### config.mk
export PLATFORM = sky130hd
export DESIGN_NAME = rf_port_sched_flat
export DESIGN_NICKNAME = d
export VERILOG_FILES = /design/src/rtl/rf_port_sched_pkg.sv /design/src/rtl/rf_port_sched_if.sv /design/src/rtl/rf_wb_rr_arb.sv /design/src/rtl/rf_port_sched.sv /design/src/flat_wrapper.sv
export SDC_FILE = /design/constraint.sdc
export NUM_CORES = 1
export LEC_CHECK = 0
export BUFFER_PORTS_ARGS = -buffer_cell sky130_fd_sc_hd__buf_2
export CORE_MARGIN = 10
export CORE_UTILIZATION = 48
export CTS_CLUSTER_SIZE = 12
export DETAILED_ROUTE_END_ITERATION = 16
export HOLD_SLACK_MARGIN = 0.08
export PLACE_DENSITY = 0.77
export SETUP_SLACK_MARGIN = 0.02
export SLEW_MARGIN = 20
export SYNTH_ARGS = -nofsm -noshare
export SYNTH_HDL_FRONTEND = slang
export SYNTH_HIERARCHICAL = 1
export SYNTH_SLANG_ARGS = --single-unit
### constraint.sdc
create_clock -name CLK -period 3.2 [get_ports CLK]
set_input_delay 0.32 -clock CLK [delete_from_list [all_inputs] [get_ports CLK]]
set_output_delay 0.32 -clock CLK [all_outputs]
set_load 0.01 [all_outputs]
### src/rtl/rf_port_sched_pkg.sv
// Shared definitions for the register-file port scheduler: widths, state encoding
// and the address/data types used on the scheduler interface.
package rf_port_sched_pkg;

  localparam int ADDR_W = 5;
  localparam int DATA_W = 32;

  typedef logic [ADDR_W-1:0] addr_t;
  typedef logic [DATA_W-1:0] data_t;

  // The state names the operation driven onto the register file this cycle.
  typedef enum logic [1:0] {
    ST_IDLE  = 2'b00,
    ST_READ  = 2'b01,
    ST_WRITE = 2'b10
  } state_t;

endpackage

### src/rtl/rf_port_sched_if.sv
// Requester and register-file command signals of the port scheduler.
// master = requesters plus register-file observer, slave = the scheduler itself.
interface rf_port_sched_if;
  import rf_port_sched_pkg::*;

  logic  RD_REQ;
  addr_t RD_ADDR1;
  addr_t RD_ADDR2;
  logic  RD_GNT;
  logic  RD_DATA_VALID;

  logic  WB0_REQ;
  addr_t WB0_ADDR;
  data_t WB0_DATA;
  logic  WB0_GNT;

  logic  WB1_REQ;
  addr_t WB1_ADDR;
  data_t WB1_DATA;
  logic  WB1_GNT;

  logic  RF_READ;
  logic  RF_WRITE;
  addr_t RF_ADDR_R1;
  addr_t RF_ADDR_R2;
  addr_t RF_ADDR_W;
  data_t RF_DATA_W;

  modport master (
    output RD_REQ, RD_ADDR1, RD_ADDR2,
    output WB0_REQ, WB0_ADDR, WB0_DATA,
    output WB1_REQ, WB1_ADDR, WB1_DATA,
    input  RD_GNT, RD_DATA_VALID, WB0_GNT, WB1_GNT,
    input  RF_READ, RF_WRITE, RF_ADDR_R1, RF_ADDR_R2, RF_ADDR_W, RF_DATA_W
  );

  modport slave (
    input  RD_REQ, RD_ADDR1, RD_ADDR2,
    input  WB0_REQ, WB0_ADDR, WB0_DATA,
    input  WB1_REQ, WB1_ADDR, WB1_DATA,
    output RD_GNT, RD_DATA_VALID, WB0_GNT, WB1_GNT,
    output RF_READ, RF_WRITE, RF_ADDR_R1, RF_ADDR_R2, RF_ADDR_W, RF_DATA_W
  );

endinterface

### src/rtl/rf_wb_rr_arb.sv
// Two-requester round-robin arbiter for the write-back ports. GNT is the write
// candidate; the pointer only moves when the caller reports the write was taken (ADV).
module rf_wb_rr_arb (
  input  logic       CLK,
  input  logic       RST,
  input  logic [1:0] REQ,
  input  logic       ADV,
  output logic [1:0] GNT
);

  // Source preferred on contention: 0 = WB0, 1 = WB1.
  logic ptr_q;

  always_comb begin
    GNT = REQ;
    if (REQ == 2'b11) begin
      GNT = ptr_q ? 2'b10 : 2'b01;
    end
  end

  // After a granted write the other source becomes preferred.
  always_ff @(posedge CLK) begin
    if (RST) begin
      ptr_q <= 1'b0;
    end else if (ADV) begin
      ptr_q <= GNT[0];
    end
  end

endmodule

### src/rtl/rf_port_sched.sv
// Schedules one register-file operation per cycle between a read requester and two
// write-back requesters, with RAW ordering, write round-robin and bounded read starvation.
module rf_port_sched
  import rf_port_sched_pkg::*;
#(
  parameter int STARVE_LIMIT = 4,
  parameter int CNT_W        = 4
) (
  input logic            CLK,
  input logic            RST,
  rf_port_sched_if.slave rf
);

  localparam logic [CNT_W-1:0] LIMIT = CNT_W'(STARVE_LIMIT);

  state_t           state_q;
  state_t           state_d;
  logic [CNT_W-1:0] starve_q;
  logic [1:0]       wb_req;
  logic [1:0]       wb_cand;
  logic [1:0]       wb_gnt;
  logic             rd_gnt;
  logic             raw_hazard;
  logic             starved;

  assign wb_req = {rf.WB1_REQ, rf.WB0_REQ};

  rf_wb_rr_arb u_wb_arb (
    .CLK (CLK),
    .RST (RST),
    .REQ (wb_req),
    .ADV (|wb_gnt),
    .GNT (wb_cand)
  );

  // A pending write to either read address must land before the read is issued.
  assign raw_hazard = rf.RD_REQ &&
    ((rf.WB0_REQ && (rf.RD_ADDR1 == rf.WB0_ADDR || rf.RD_ADDR2 == rf.WB0_ADDR)) ||
     (rf.WB1_REQ && (rf.RD_ADDR1 == rf.WB1_ADDR || rf.RD_ADDR2 == rf.WB1_ADDR)));

  assign starved = (starve_q >= LIMIT);

  // NOTE: every signal assigned here gets a default first, so no path can infer a latch.
  always_comb begin
    state_d = ST_IDLE;
    rd_gnt  = 1'b0;
    wb_gnt  = 2'b00;
    if (!RST) begin
      if (raw_hazard) begin
        wb_gnt = wb_cand;
      end else if (rf.RD_REQ && starved) begin
        rd_gnt = 1'b1;
      end else if (|wb_cand) begin
        wb_gnt = wb_cand;
      end else if (rf.RD_REQ) begin
        rd_gnt = 1'b1;
      end
    end
    if (rd_gnt) begin
      state_d = ST_READ;
    end else if (|wb_gnt) begin
      state_d = ST_WRITE;
    end
  end

  // NOTE: state is updated with non-blocking assignments so every flop samples pre-edge values.
  always_ff @(posedge CLK) begin
    if (RST) begin
      state_q <= ST_IDLE;
    end else begin
      state_q <= state_d;
    end
  end

  always_ff @(posedge CLK) begin
    if (RST) begin
      starve_q <= '0;
    end else if (!rf.RD_REQ || rd_gnt) begin
      starve_q <= '0;
    end else if (starve_q < LIMIT) begin
      starve_q <= starve_q + CNT_W'(1);
    end
  end

  // Command registers hold their last values while the other operation is issued.
  always_ff @(posedge CLK) begin
    if (RST) begin
      rf.RF_ADDR_R1 <= '0;
      rf.RF_ADDR_R2 <= '0;
      rf.RF_ADDR_W  <= '0;
      rf.RF_DATA_W  <= '0;
    end else begin
      if (rd_gnt) begin
        rf.RF_ADDR_R1 <= rf.RD_ADDR1;
        rf.RF_ADDR_R2 <= rf.RD_ADDR2;
      end
      if (wb_gnt[0]) begin
        rf.RF_ADDR_W <= rf.WB0_ADDR;
        rf.RF_DATA_W <= rf.WB0_DATA;
      end else if (wb_gnt[1]) begin
        rf.RF_ADDR_W <= rf.WB1_ADDR;
        rf.RF_DATA_W <= rf.WB1_DATA;
      end
    end
  end

  assign rf.RD_GNT        = rd_gnt;
  assign rf.WB0_GNT       = wb_gnt[0];
  assign rf.WB1_GNT       = wb_gnt[1];
  assign rf.RF_READ       = (state_q == ST_READ);
  assign rf.RF_WRITE      = (state_q == ST_WRITE);
  assign rf.RD_DATA_VALID = (state_q == ST_READ);

endmodule

### src/flat_wrapper.sv
// flat-port wrapper written by rule: the top's interface ports become plain ports
module rf_port_sched_flat import rf_port_sched_pkg::*;
#(
  parameter int STARVE_LIMIT = 4,
  parameter int CNT_W        = 4
)
  (CLK, RST, rf_RD_REQ, rf_RD_ADDR1, rf_RD_ADDR2, rf_WB0_REQ, rf_WB0_ADDR, rf_WB0_DATA, rf_WB1_REQ, rf_WB1_ADDR, rf_WB1_DATA, rf_RD_GNT, rf_RD_DATA_VALID, rf_WB0_GNT, rf_WB1_GNT, rf_RF_READ, rf_RF_WRITE, rf_RF_ADDR_R1, rf_RF_ADDR_R2, rf_RF_ADDR_W, rf_RF_DATA_W);
  rf_port_sched_if rf_i ();
  input logic CLK;
  input logic RST;
  input wire logic [$bits(rf_i.RD_REQ)-1:0] rf_RD_REQ;
  input wire logic [$bits(rf_i.RD_ADDR1)-1:0] rf_RD_ADDR1;
  input wire logic [$bits(rf_i.RD_ADDR2)-1:0] rf_RD_ADDR2;
  input wire logic [$bits(rf_i.WB0_REQ)-1:0] rf_WB0_REQ;
  input wire logic [$bits(rf_i.WB0_ADDR)-1:0] rf_WB0_ADDR;
  input wire logic [$bits(rf_i.WB0_DATA)-1:0] rf_WB0_DATA;
  input wire logic [$bits(rf_i.WB1_REQ)-1:0] rf_WB1_REQ;
  input wire logic [$bits(rf_i.WB1_ADDR)-1:0] rf_WB1_ADDR;
  input wire logic [$bits(rf_i.WB1_DATA)-1:0] rf_WB1_DATA;
  output wire logic [$bits(rf_i.RD_GNT)-1:0] rf_RD_GNT;
  output wire logic [$bits(rf_i.RD_DATA_VALID)-1:0] rf_RD_DATA_VALID;
  output wire logic [$bits(rf_i.WB0_GNT)-1:0] rf_WB0_GNT;
  output wire logic [$bits(rf_i.WB1_GNT)-1:0] rf_WB1_GNT;
  output wire logic [$bits(rf_i.RF_READ)-1:0] rf_RF_READ;
  output wire logic [$bits(rf_i.RF_WRITE)-1:0] rf_RF_WRITE;
  output wire logic [$bits(rf_i.RF_ADDR_R1)-1:0] rf_RF_ADDR_R1;
  output wire logic [$bits(rf_i.RF_ADDR_R2)-1:0] rf_RF_ADDR_R2;
  output wire logic [$bits(rf_i.RF_ADDR_W)-1:0] rf_RF_ADDR_W;
  output wire logic [$bits(rf_i.RF_DATA_W)-1:0] rf_RF_DATA_W;
  assign rf_i.RD_REQ = rf_RD_REQ;
  assign rf_i.RD_ADDR1 = rf_RD_ADDR1;
  assign rf_i.RD_ADDR2 = rf_RD_ADDR2;
  assign rf_i.WB0_REQ = rf_WB0_REQ;
  assign rf_i.WB0_ADDR = rf_WB0_ADDR;
  assign rf_i.WB0_DATA = rf_WB0_DATA;
  assign rf_i.WB1_REQ = rf_WB1_REQ;
  assign rf_i.WB1_ADDR = rf_WB1_ADDR;
  assign rf_i.WB1_DATA = rf_WB1_DATA;
  assign rf_RD_GNT = rf_i.RD_GNT;
  assign rf_RD_DATA_VALID = rf_i.RD_DATA_VALID;
  assign rf_WB0_GNT = rf_i.WB0_GNT;
  assign rf_WB1_GNT = rf_i.WB1_GNT;
  assign rf_RF_READ = rf_i.RF_READ;
  assign rf_RF_WRITE = rf_i.RF_WRITE;
  assign rf_RF_ADDR_R1 = rf_i.RF_ADDR_R1;
  assign rf_RF_ADDR_R2 = rf_i.RF_ADDR_R2;
  assign rf_RF_ADDR_W = rf_i.RF_ADDR_W;
  assign rf_RF_DATA_W = rf_i.RF_DATA_W;
  rf_port_sched #(.STARVE_LIMIT(STARVE_LIMIT), .CNT_W(CNT_W)) u_core (.CLK(CLK), .RST(RST), .rf(rf_i));
endmodule
==> results of run 1 <==
==> worst max-delay path, stage by stage <==
cell	delay, ns
sky130_fd_sc_hd__buf_2	0.12
sky130_fd_sc_hd__xor2_1	0.16
sky130_fd_sc_hd__nor4_1	0.29
sky130_fd_sc_hd__nand3_1	0.11
sky130_fd_sc_hd__and3_4	0.33
sky130_fd_sc_hd__and3b_2	0.42
sky130_fd_sc_hd__nor3b_1	0.20
sky130_fd_sc_hd__buf_2	0.16
==> power by group <==
group | switching (W) | total [W] | internal [W]
Sequential | 0.0000273 | 0.000743 | 0.000716
Combinational | 0.000191 | 0.000355 | 0.000164
Clock | 0.000229 | 0.000405 | 0.000175
Total | 0.000448 | 0.00150 | 0.00105
==> stage by stage <==
step | total power (W) | util, %
4_1_cts | 0.00152 | 61.8
3_3_place_gp | 0.00110 | 60.5
6_report | 0.00150 | 61.8
3_5_place_dp | 0.00112 | 60.5
2_1_floorplan | 0.000957 | -
5_1_grt | 0.00157 | 61.8
==> final timing paths <==
check	startpoint	endpoint	slack [ns]
worst min-delay path	rf_RD_ADDR1[2]	u_core/rf.RF_ADDR_R1[2]	0.30
worst min register to register	u_core/rf.RF_ADDR_R1[4]	u_core/rf.RF_ADDR_R1[4]	0.48
worst max register to register	u_core/u_wb_arb/ptr_q	u_core/rf.RF_ADDR_W[3]	1.04
worst max-delay path	rf_RD_ADDR2[1]	rf_WB0_GNT	0.75
==> area by class of cell <==
| cell class | count | area [µm²] |
|---|---|---|
| clock buffer | 7 | 86.3 |
| timing repair buffer | 150 | 776 |
| tap | 96 | 120 |
| clock inverter | 1 | 5.00 |
| inverter | 3 | 11.3 |
| sequential | 54 | 1080 |
| fill | 627 | 2610 |
| multi-input combinational | 270 | 2140 |
==> registers in the layout (all words and copies together) (netlist names) <==
| signal | flops |
|---|---|
| u_core/starve_q | 4 |
| u_core/rf.RF_ADDR_R1 | 5 |
| u_core/state_q | 2 |
| u_core/rf.RF_ADDR_W | 5 |
| u_core/u_wb_arb/ptr_q | 1 |
| u_core/rf.RF_DATA_W | 32 |
| u_core/rf.RF_ADDR_R2 | 5 |
==> logic make-up (layout without fill, tap and decap cells) <==
family,after synthesis,in the layout,synth area share [%]
adders and majority gates,1,1,0.367
DFF,54,54,31.7
xor gates and xnor gates,21,21,5.40
AOI/OAI and AO/OA,80,80,22.2
buffers and inverters,49,161,6.69
and+or+nand+nor,157,157,30.4
muxes,11,11,3.23
==> cells in the final DEF, fill, tap and decap left out, types with 10 or more instances in the layout <==
cell type / count
sky130_fd_sc_hd__a22oi_1: 37
sky130_fd_sc_hd__nand3_1: 40
sky130_fd_sc_hd__o311ai_2: 14
sky130_fd_sc_hd__nor3b_1: 39
sky130_fd_sc_hd__mux2i_1: 11
sky130_fd_sc_hd__buf_2: 140
sky130_fd_sc_hd__nand3b_1: 37
sky130_fd_sc_hd__dfxtp_1: 54
sky130_fd_sc_hd__buf_4: 10
sky130_fd_sc_hd__xor2_1: 15
sky130_fd_sc_hd__o311ai_1: 22
sky130_fd_sc_hd__nand2b_1: 21
==> metal layers <==
layer,global-route usage [%],vias to the layer above
li1,-,1637
met1,22.5,1587
met2,29.2,114
met3,4.28,21
met4,7.65,0
met5,0,-
==> summary.txt, run 1 <==
Place
  • Placed instance count: 573
  • Gpl congestion: about 0.9
  • Port buffer count: approximately 140
  • Total half-perimeter wirelength after legalization and detailed placement: 7.40 mm
  • Area after detailed placement: between 4000 and 5000 µm²
  • Worst setup slack after placement: roughly 0.71 ns

Yosys
  • Post-Synthesis Net Count: 463
  • Distinct cell type count of the synthesized netlist: 32
  • Flops & latches, synth: 54
  • Yosys synthesis warning count: 6
  • Combined area of all synthesized cells: 3410 µm²
  • Cells after synthesis: 373
  • Most common cell in the netlist: sky130_fd_sc_hd__dfxtp_1
  • Synthesized area per cell: around 9.1 µm²
  • Yosys top cell area share: a little under a third
  • Fraction of the yosys area taken by sequential cells: 31.7%
  • Dominant register cell in the synthesized netlist: sky130_fd_sc_hd__dfxtp_1
  • Async SR Flop Fraction: 0%
  • Top cells by area in the synthesized netlist: sky130_fd_sc_hd__dfxtp_1 32%, sky130_fd_sc_hd__nor3b_1 8.6%, sky130_fd_sc_hd__a22oi_1 8.2%, sky130_fd_sc_hd__nand3b_1 8.2%, sky130_fd_sc_hd__o311ai_2 6.7%
  • Number of enable flip-flop cells after synthesis: 0
  • Cell taking the most area after synthesis: sky130_fd_sc_hd__dfxtp_1
  • Most instantiated cells after synthesis: 54 x sky130_fd_sc_hd__dfxtp_1, 40 x sky130_fd_sc_hd__nand3_1, 39 x sky130_fd_sc_hd__nor3b_1

Die
  • Initial cell density of the core: between 40% and 50%
  • Overall die width: 104 µm
  • Die ar.: 10,900 µm²
  • Floorplan core area: 6830 µm²
  • Die boundary height: 104 µm
  • IO Pins: 142
  • Number of rows created at floorplan: 30

Detailed routing
  • Vias post-DR: ~3,400
  • Vias per std cell: 5.78
  • Average detailed-routed wire length per instance: between 15 and 20 µm
  • Violation count after the first detailed-routing iteration: ~210
  • Highest routed metal layer: met4
  • Routed length on met2: 5.14 mm
  • Number of detailed-routing iterations run before antenna repair: 5
  • Final Routed Wirelength: 10.4 mm
  • Total DRC errors in the routed layout: 0
  • Routed metal-1 wirelength: about 4.4 mm
  • Antenna violation net count after detailed routing: 0
  • DR WL met3: 620 µm

Clocking
  • H-tree depth: 2
  • Clock tree from TritonCTS: done
  • Root Buffer: sky130_fd_sc_hd__clkbuf_8
  • Number of clock buffers inserted by TritonCTS: 5
  • Number of hold buffers added after CTS: 0
  • Post-CTS setup buffer count: 0
  • Number of sinks on the clock net: 54
  • Clock transition at path regs: 0.10 ns
  • Post-CTS Resized: 0
  • Clock latency at the later pin of the worst-skew pair: approximately 0.31 ns
  • Clock Path Buffers: 2

Critical path
  • Depth of the most critical reg-to-reg path: 6
  • Max Fanout on Critical Path: 39
  • Arrival @ worst endpoint: ~2.1 ns
  • Critical Setup Path Class: in2out
  • Worst EP required: 2.88 ns
  • Setup crit start kind: input pin
  • Kind of capture point of the worst setup path: output pin

Final layout
  • Cell area after layout: 4220 µm²
  • Final nets: 574
  • Share of post-route cells with drive strength above 1: 36.9%
  • Number of antenna cells inserted: 0
  • Post-Layout Cell Count: about 580
  • Synthesis-to-finish area growth: 24.0%

STA
  • Actual slew at the worst max-slew pin: 0.733 ns
  • RSZ-0062 raised after global routing: false
  • Total setup violations reported at the end of the flow: 0
  • Worst hold slack: about 0.3 ns
  • Post-route setup TNS: 0 ns
  • Clock tree skew after final layout: 0.00760 ns
  • Timing-limited maximum frequency: just over 400 MHz
  • Normalized max-slew margin: 51.0%
  • Final critical-path setup slack: 0.747 ns
  • Period Utilization, post-route: 76.6%
  • Slew Viols, Final: 0
  • Total count of hold-check failures in the final report: 0
  • Shortest clock period the worst path allows after layout: 2.45 ns

Global routing
  • Antenna violations before repair: 0
  • Total global-route track usage: 18.1%
  • First-pass GRT wire length: 16.7 mm
  • Overflow left after global routing: 0
  • Maximum number of pins on one net before global-route repair: between 60 and 70
  • Via count of the first global-routing pass: 3,300

Flow run
  • Max-cap check violation count: 0

Power
  • Standby leakage power: 1.66 nW
  • Peak ir drop on the vdd network: 152 µV
  • PwrDens: 356 nW/µm²

Status
  • Result of the run: completed

Min path
  • Cells on Worst Hold Path: 3
  • Class of the worst hold path: in2reg
(Power assumes the default switching activity.)
==> run 2, diff against run 1 <==
Settings changed: CORE_UTILIZATION 48 to 44, PLACE_DENSITY 0.77 to 0.74.
Clock period 3.2 ns to 2.15 ns, I/O delays scaled along.
==> run 2 against run 1 <==
  * Clock skew rose by 0.0036 ns
  * Largest power group unchanged
  * Register-to-register slack worse by 0.55 ns
  * Critical path type is now reg2out
  * Critical endpoint is now rf_RD_GNT
  * Total power grew 46%
  * Critical path depth is 1 lower
  * Final area grew 1.4%
==> summary.txt, run 2 (same netlist as run 1, synthesis figures left out) <==
Global routing
  • Via count of the first global-routing pass: approximately 3,300
  • Met3 global-route usage: 3.99%
  • Most utilized layer in the global route result: met2
  • First-pass GRT wire length: 16.9 mm
  • Antenna violations before repair: 0
  • Overflow left after global routing: 0
  • Total global-route track usage: 17.2%
  • Met1 usage in global routing: 21.2%
  • Met2 GRT Util: 29.4%
  • Maximum number of pins on one net before global-route repair: 52

Clocking
  • Clock latency at the later pin of the worst-skew pair: 0.30 ns
  • Clock Path Buffers: 2
  • Clock tree from TritonCTS: done
  • Clock transition at path regs: 0.09 ns
  • H-tree depth: 2
  • Root Buffer: sky130_fd_sc_hd__clkbuf_8
  • Number of hold buffers added after CTS: 0
  • Number of sinks on the clock net: 54
  • Number of clock buffers inserted by TritonCTS: 5
  • Post-CTS setup buffer count: 0

Detailed routing
  • Vias post-DR: about 3,400
  • Average detailed-routed wire length per instance: 17.9 µm
  • Final Routed Wirelength: 10.6 mm
  • Total DRC errors in the routed layout: 0
  • Number of detailed-routing iterations run before antenna repair: 5
  • Vias per std cell: 5.68
  • Antenna violation net count after detailed routing: 0
  • Violation count after the first detailed-routing iteration: 202

STA
  • Clock tree skew after final layout: 0.0112 ns
  • Post-route setup TNS: 0 ns
  • Normalized max-slew margin: 67.2%
  • Period Utilization, post-route: 91.6%
  • Timing-limited maximum frequency: 508 MHz
  • RSZ-0062 raised after global routing: false
  • Total count of hold-check failures in the final report: 0
  • Slew Viols, Final: 0
  • Total setup violations reported at the end of the flow: 0
  • Actual slew at the worst max-slew pin: 0.491 ns
  • Shortest clock period the worst path allows after layout: 1.97 ns

Power
  • PwrDens: 512 nW/µm²
  • Peak ir drop on the vdd network: 319 µV
  • Standby leakage power: 1.70 nW

Final layout
  • Flip-flop count of the largest register after layout: 32
  • Biggest register: u_core/rf.RF_DATA_W
  • Synthesis-to-finish area growth: 25.7%
  • Final nets: approximately 600
  • Share of post-route cells with drive strength above 1: 37.7%
  • Cell area after layout: between 4000 and 5000 µm²
  • Filler cell count in the final layout: ~700
  • Leading cell types in the layout, fill and taps excluded: 140 x sky130_fd_sc_hd__buf_2, 54 x sky130_fd_sc_hd__dfxtp_1, 40 x sky130_fd_sc_hd__nand3_1, 39 x sky130_fd_sc_hd__nor3b_1
  • Most common cell after layout, fill and taps aside: sky130_fd_sc_hd__buf_2
  • Number of antenna cells inserted: 0

Critical path
  • Critical path startpoint: u_core/u_wb_arb/ptr_q
  • Crit path buf inv count: 3
  • Startpoint of the lowest-slack register-to-register path: u_core/u_wb_arb/ptr_q
  • Worst EP required: approximately 1.9 ns
  • Worst-path cell chain: inv_1 -> a21boi_1 -> buf_4 -> nor2_4 -> o311a_1 -> nor2b_1 -> buf_2
  • Setup crit start kind: flip-flop
  • Slowest stage delay, CP: 0.40 ns
  • Slowest library cell on the worst path: sky130_fd_sc_hd__dfxtp_1
  • Arrival @ worst endpoint: 1.75 ns
  • Critical Setup Path Class: reg2out
  • Max Fanout on Critical Path: 4
  • Top Family by Delay on Critical Path: compound AO/OA/AOI/OAI gates
  • Kind of capture point of the worst setup path: output pin

Die
  • Floorplan core area: 7650 µm²
  • Initial cell density of the core: 44.5%
  • Die boundary height: 108 µm
  • Number of rows created at floorplan: 32
  • Overall die width: 108 µm
  • IO Pins: about 140
  • Die ar.: 11,700 µm²

Place
  • Gpl congestion: about 0.85
  • Area after detailed placement: 4210 µm²
  • Total half-perimeter wirelength after legalization and detailed placement: 7.78 mm
  • Port buffer count: 141

Flow run
  • Max-cap check violation count: 0

Min path
  • Hold wc startpoint: rf_RD_ADDR1[3]
  • Class of the worst hold path: in2reg

Status
  • Result of the run: completed
run 2: cell count changes in the layout (fill, tap and decap cells not counted):
cell                       previous run  this run
sky130_fd_sc_hd__a21boi_0             1         0
sky130_fd_sc_hd__a21boi_1             0         1
sky130_fd_sc_hd__clkinv_2             1         0
sky130_fd_sc_hd__buf_4               10        19
sky130_fd_sc_hd__clkbuf_8             6         5
sky130_fd_sc_hd__clkbuf_1             1         2
run 2: worst register-to-register path, cell delays in order (launching register included):
cell                       delay, ns
sky130_fd_sc_hd__dfxtp_1        0.40
sky130_fd_sc_hd__inv_1          0.06
sky130_fd_sc_hd__a21boi_1       0.17
sky130_fd_sc_hd__buf_4          0.17
sky130_fd_sc_hd__nor2_4         0.04
sky130_fd_sc_hd__o311a_1        0.31
sky130_fd_sc_hd__buf_4          0.22
sky130_fd_sc_hd__nor3_1         0.21
run 2: final cells by class:
cell class	instances	area, µm²	share of cell area [%]
Clock buffer	7	76.3	1.78
Inverter	3	11.3	0.263
Multi-Input combinational cell	270	2140	50.0
Sequential cell	54	1080	25.2
Tap cell	102	128	2.98
Timing Repair Buffer	159	843	19.7
run 2: metal layers:
| metal | wire, µm | up-vias |
|---|---|---|
| li1 | - | 1658 |
| met1 | 4210 | 1585 |
| met2 | 5460 | 122 |
| met3 | 775 | 13 |
| met4 | 192 | 0 |
| met5 | 0 | - |
run 2: path summary, 6_finish.rpt:
kind	endpoint	slack [ns]	cells after the start
max	rf_RD_GNT	0.18	7
min	u_core/rf.RF_ADDR_R1[3]	0.21	3
max reg2reg	u_core/starve_q[0]	0.49	7
min reg2reg	u_core/rf.RF_ADDR_R2[4]	0.47	2
run 2: per-stage QoR:
| stage | instances | hold WS [ns] | total power [W] | setup slack [ns] | utilization, % |
|---|---|---|---|---|---|
| after floorplan | 373 | 0.370 | 0.00142 | 0.264 | - |
| after global placement | 588 | 0.456 | 0.00166 | 0.185 | 55.0 |
| after detailed placement | 588 | 0.466 | 0.00168 | 0.144 | 55.0 |
| after CTS | 595 | 0.206 | 0.00221 | 0.0932 | 56.0 |
| after global routing | 595 | 0.209 | 0.00231 | 0.0606 | 56.0 |
| final | 595 | 0.211 | 0.00219 | 0.181 | 56.0 |
run 2: what timing repair did:
item | 4_1_cts | 5_1_grt
setup endpoints to repair | 0 | 1
resized for setup | 0 | 1
hold endpoints to repair | 0 | 0
run 2: where the power goes:
part / switching (W) / leakage (nW) / internal, W / total, W
Sequential: 0.0000411 / 0.444 / 0.00107 / 0.00111
Clock: 0.000313 / 0.0383 / 0.000225 / 0.000539
Combinational: 0.000291 / 1.21 / 0.000254 / 0.000545
==> run 3, diff against run 2 <==
Settings changed: ABC_AREA set to 1, CORE_UTILIZATION 44 to 40, PLACE_DENSITY 0.74 to 0.7.
==> run 3 against run 2 <==
  * Worst hold slack worse by 0.060 ns
  * Area after synthesis is 10% lower
  * Wire length is 13% lower
==> summary.txt, run 3 <==
Critical path
  • Critical Setup Path Class: reg2out
  • Setup crit start kind: flip-flop
  • Arrival @ worst endpoint: between 1.5 and 2 ns
  • Max Fanout on Critical Path: 3
  • Worst EP required: 1.93 ns
  • Kind of capture point of the worst setup path: output pin

Final layout
  • Filler cell count in the final layout: 797
  • Flip-flop count of the largest register after layout: 32
  • Share of post-route cells with drive strength above 1: 24.1%
  • Most common cell after layout, fill and taps aside: sky130_fd_sc_hd__nand2_1
  • Biggest register: u_core/rf.RF_DATA_W
  • Cell area after layout: 3950 µm²
  • Final nets: ~760
  • Synthesis-to-finish area growth: 28.9%
  • Number of antenna cells inserted: 0
  • Total area of multi-input combinational cells: 1590 µm²
  • FF+latch area: 1080 µm²
  • Leading cell types in the layout, fill and taps excluded: 231 x sky130_fd_sc_hd__nand2_1, 141 x sky130_fd_sc_hd__buf_2, 99 x sky130_fd_sc_hd__nor2_1, 65 x sky130_fd_sc_hd__inv_1, 54 x sky130_fd_sc_hd__dfxtp_1

Clocking
  • Root Buffer: sky130_fd_sc_hd__clkbuf_8
  • Number of clock buffers inserted by TritonCTS: 5
  • Number of sinks on the clock net: 54
  • Clock transition at path regs: approximately 0.090 ns
  • Number of hold buffers added after CTS: 0
  • H-tree depth: 2
  • Clock tree from TritonCTS: done
  • Post-CTS setup buffer count: 0
  • Clock Path Buffers: 2
  • Clock latency at the later pin of the worst-skew pair: around 0.30 ns
  • Post-CTS Resized: 0

Yosys
  • Dominant register cell in the synthesized netlist: sky130_fd_sc_hd__dfxtp_1
  • Yosys top cell area share: between 30% and 40%
  • Simple-gate share of the synthesized area: 47.6%
  • Flops & latches, synth: 54
  • Cell taking the most area after synthesis: sky130_fd_sc_hd__dfxtp_1
  • Most instantiated cells after synthesis: 231 x sky130_fd_sc_hd__nand2_1, 100 x sky130_fd_sc_hd__nor2_1, 65 x sky130_fd_sc_hd__inv_1
  • Combined area of all synthesized cells: 3070 µm²
  • Synthesized area per cell: 5.73 µm²
  • Cells after synthesis: 535
  • Fraction of the yosys area taken by sequential cells: 35.3%
  • Post-synthesis share of cell area spent on xor and xnor gates: around 2.0%
  • Async SR Flop Fraction: 0%
  • Most common cell in the netlist: sky130_fd_sc_hd__nand2_1
  • Top cells by area in the synthesized netlist: sky130_fd_sc_hd__dfxtp_1 35%, sky130_fd_sc_hd__nand2_1 28%, sky130_fd_sc_hd__nor2_1 12%, sky130_fd_sc_hd__inv_1 8.0%, sky130_fd_sc_hd__nand3_1 6.7%
  • Yosys synthesis warning count: 6
  • Fraction of the mapped netlist area in compound gates: just over 1%
  • Post-Synthesis Net Count: 625
  • Number of enable flip-flop cells after synthesis: 0
  • Distinct cell type count of the synthesized netlist: 20
  • Adder-Cell Fraction of Synth Area: less than 1%
  • Main combinational cell family by area after synthesis: simple AND/OR/NAND/NOR gates
  • Mux share of post-synthesis cell area: 0.327%

Die
  • IO Pins: around 140
  • Floorplan core area: 7370 µm²
  • Initial cell density of the core: 41.6%
  • Die boundary height: 108 µm
  • Overall die width: 108 µm
  • Die ar.: between 10,000 and 15,000 µm²
  • Number of rows created at floorplan: 31

Detailed routing
  • Antenna violation net count after detailed routing: 0
  • Average detailed-routed wire length per instance: 12.1 µm
  • Total DRC errors in the routed layout: 0
  • Violation count after the first detailed-routing iteration: 139
  • Number of detailed-routing iterations run before antenna repair: 4
  • Vias per std cell: 4.44
  • Final Routed Wirelength: 9.27 mm
  • Vias post-DR: between 3,000 and 4,000

Global routing
  • Via count of the first global-routing pass: 3,264
  • Overflow left after global routing: 0
  • Antenna violations before repair: 0
  • Total global-route track usage: 15.4%
  • First-pass GRT wire length: 14.9 mm
  • Maximum number of pins on one net before global-route repair: 38

Min path
  • Class of the worst hold path: in2reg

Place
  • Total half-perimeter wirelength after legalization and detailed placement: 7.23 mm
  • Port buffer count: 141
  • Gpl congestion: 0.836
  • Area after detailed placement: 3850 µm²

STA
  • Period Utilization, post-route: 89.9%
  • Shortest clock period the worst path allows after layout: 1.93 ns
  • Timing-limited maximum frequency: around 520 MHz
  • Total setup violations reported at the end of the flow: 0
  • Actual slew at the worst max-slew pin: 0.633 ns
  • Clock tree skew after final layout: 0.00513 ns
  • Slew Viols, Final: 0
  • RSZ-0062 raised after global routing: false
  • Post-route setup TNS: 0 ns
  • Total count of hold-check failures in the final report: 0
  • Normalized max-slew margin: 57.7%

Flow run
  • Max-cap check violation count: 0

Power
  • Standby leakage power: 2.44 nW
  • Peak ir drop on the vdd network: 299 µV
  • PwrDens: 620 nW/µm²

Status
  • Result of the run: completed
-- run 3: cell types whose count changed after synthesis, moves of 14 or more --
cell | before | now
sky130_fd_sc_hd__a22oi_1 | 37 | 0
sky130_fd_sc_hd__nand2b_1 | 21 | 0
sky130_fd_sc_hd__o311ai_2 | 14 | 0
sky130_fd_sc_hd__o311ai_1 | 22 | 0
sky130_fd_sc_hd__nand3b_1 | 37 | 0
sky130_fd_sc_hd__nand2_1 | 0 | 231
sky130_fd_sc_hd__nor3b_1 | 39 | 0
sky130_fd_sc_hd__nor2_1 | 2 | 100
sky130_fd_sc_hd__clkbuf_1 | 35 | 5
sky130_fd_sc_hd__inv_1 | 3 | 65
-- run 3: where the power goes --
part	switching [W]	total (W)	internal, W	leakage [nW]
clock network	0.000327	0.000676	0.000349	0.0524
logic	0.000379	0.000648	0.000269	1.94
registers	0.0000414	0.00113	0.00109	0.445
total	0.000747	0.00245	0.00170	2.44
-- run 3: final cells by class --
class / count / area share [%]
Inverter: 68 / 6.46
Clock buffer: 7 / 1.93
Sequential cell: 54 / 27.4
Tap cell: 99 / 3.13
Timing Repair Buffer: 150 / 20.2
Multi-Input combinational cell: 387 / 40.2
Clock inverter: 1 / 0.760
-- run 3: cells by family (layout without fill, tap and decap cells) --
group,count (synthesis),in the layout
simple gates,373,373
buf+inv,94,226
flops,54,54
xor+xnor,7,7
compound gates,5,5
fa+ha+maj,1,1
mux,1,1
-- run 3: through the flow --
stage / worst slack [ns] / utilization [%] / std cells / power, W / hold slack, ns
CTS: 0.240 / 53.6 / 766 / 0.00248 / 0.145
global route: 0.0582 / 53.6 / 766 / 0.00263 / 0.148
finish: 0.218 / 53.6 / 766 / 0.00245 / 0.151
floorplan: 0.658 / - / 535 / 0.00154 / 0.287
global placement: 0.419 / 52.2 / 758 / 0.00178 / 0.424
detailed placement: 0.426 / 52.2 / 758 / 0.00180 / 0.431
-- run 3: final timing paths --
path	from	endpoint	slack [ns]	depth (start not counted)
worst min register to register	u_core/rf.RF_ADDR_R1[1]	u_core/rf.RF_ADDR_R1[1]	0.45	2
worst min-delay path	rf_RD_ADDR1[3]	u_core/rf.RF_ADDR_R1[3]	0.15	3
worst max-delay path	u_core/u_wb_arb/ptr_q	rf_RD_GNT	0.22	9
worst max register to register	u_core/starve_q[2]	u_core/rf.RF_ADDR_W[3]	0.53	9
-- run 3: worst max-delay path: stages, from the launching register on --
cell,delay (ns)
sky130_fd_sc_hd__dfxtp_1,0.37
sky130_fd_sc_hd__nand2_1,0.07
sky130_fd_sc_hd__nand2_1,0.08
sky130_fd_sc_hd__inv_1,0.04
sky130_fd_sc_hd__inv_1,0.10
sky130_fd_sc_hd__nand2_1,0.06
sky130_fd_sc_hd__a21oi_1,0.19
sky130_fd_sc_hd__nand2_1,0.11
sky130_fd_sc_hd__nor2_1,0.21
sky130_fd_sc_hd__buf_2,0.19
-- run 3: per-layer routing --
metal	part of all wire [%]	GRT usage, %	vias up
met2	46	26.1	107
met4	0.85	3.82	0
met1	43	17.9	1465
met3	9.6	5.51	6
met5	0	0	-
li1	-	-	1825
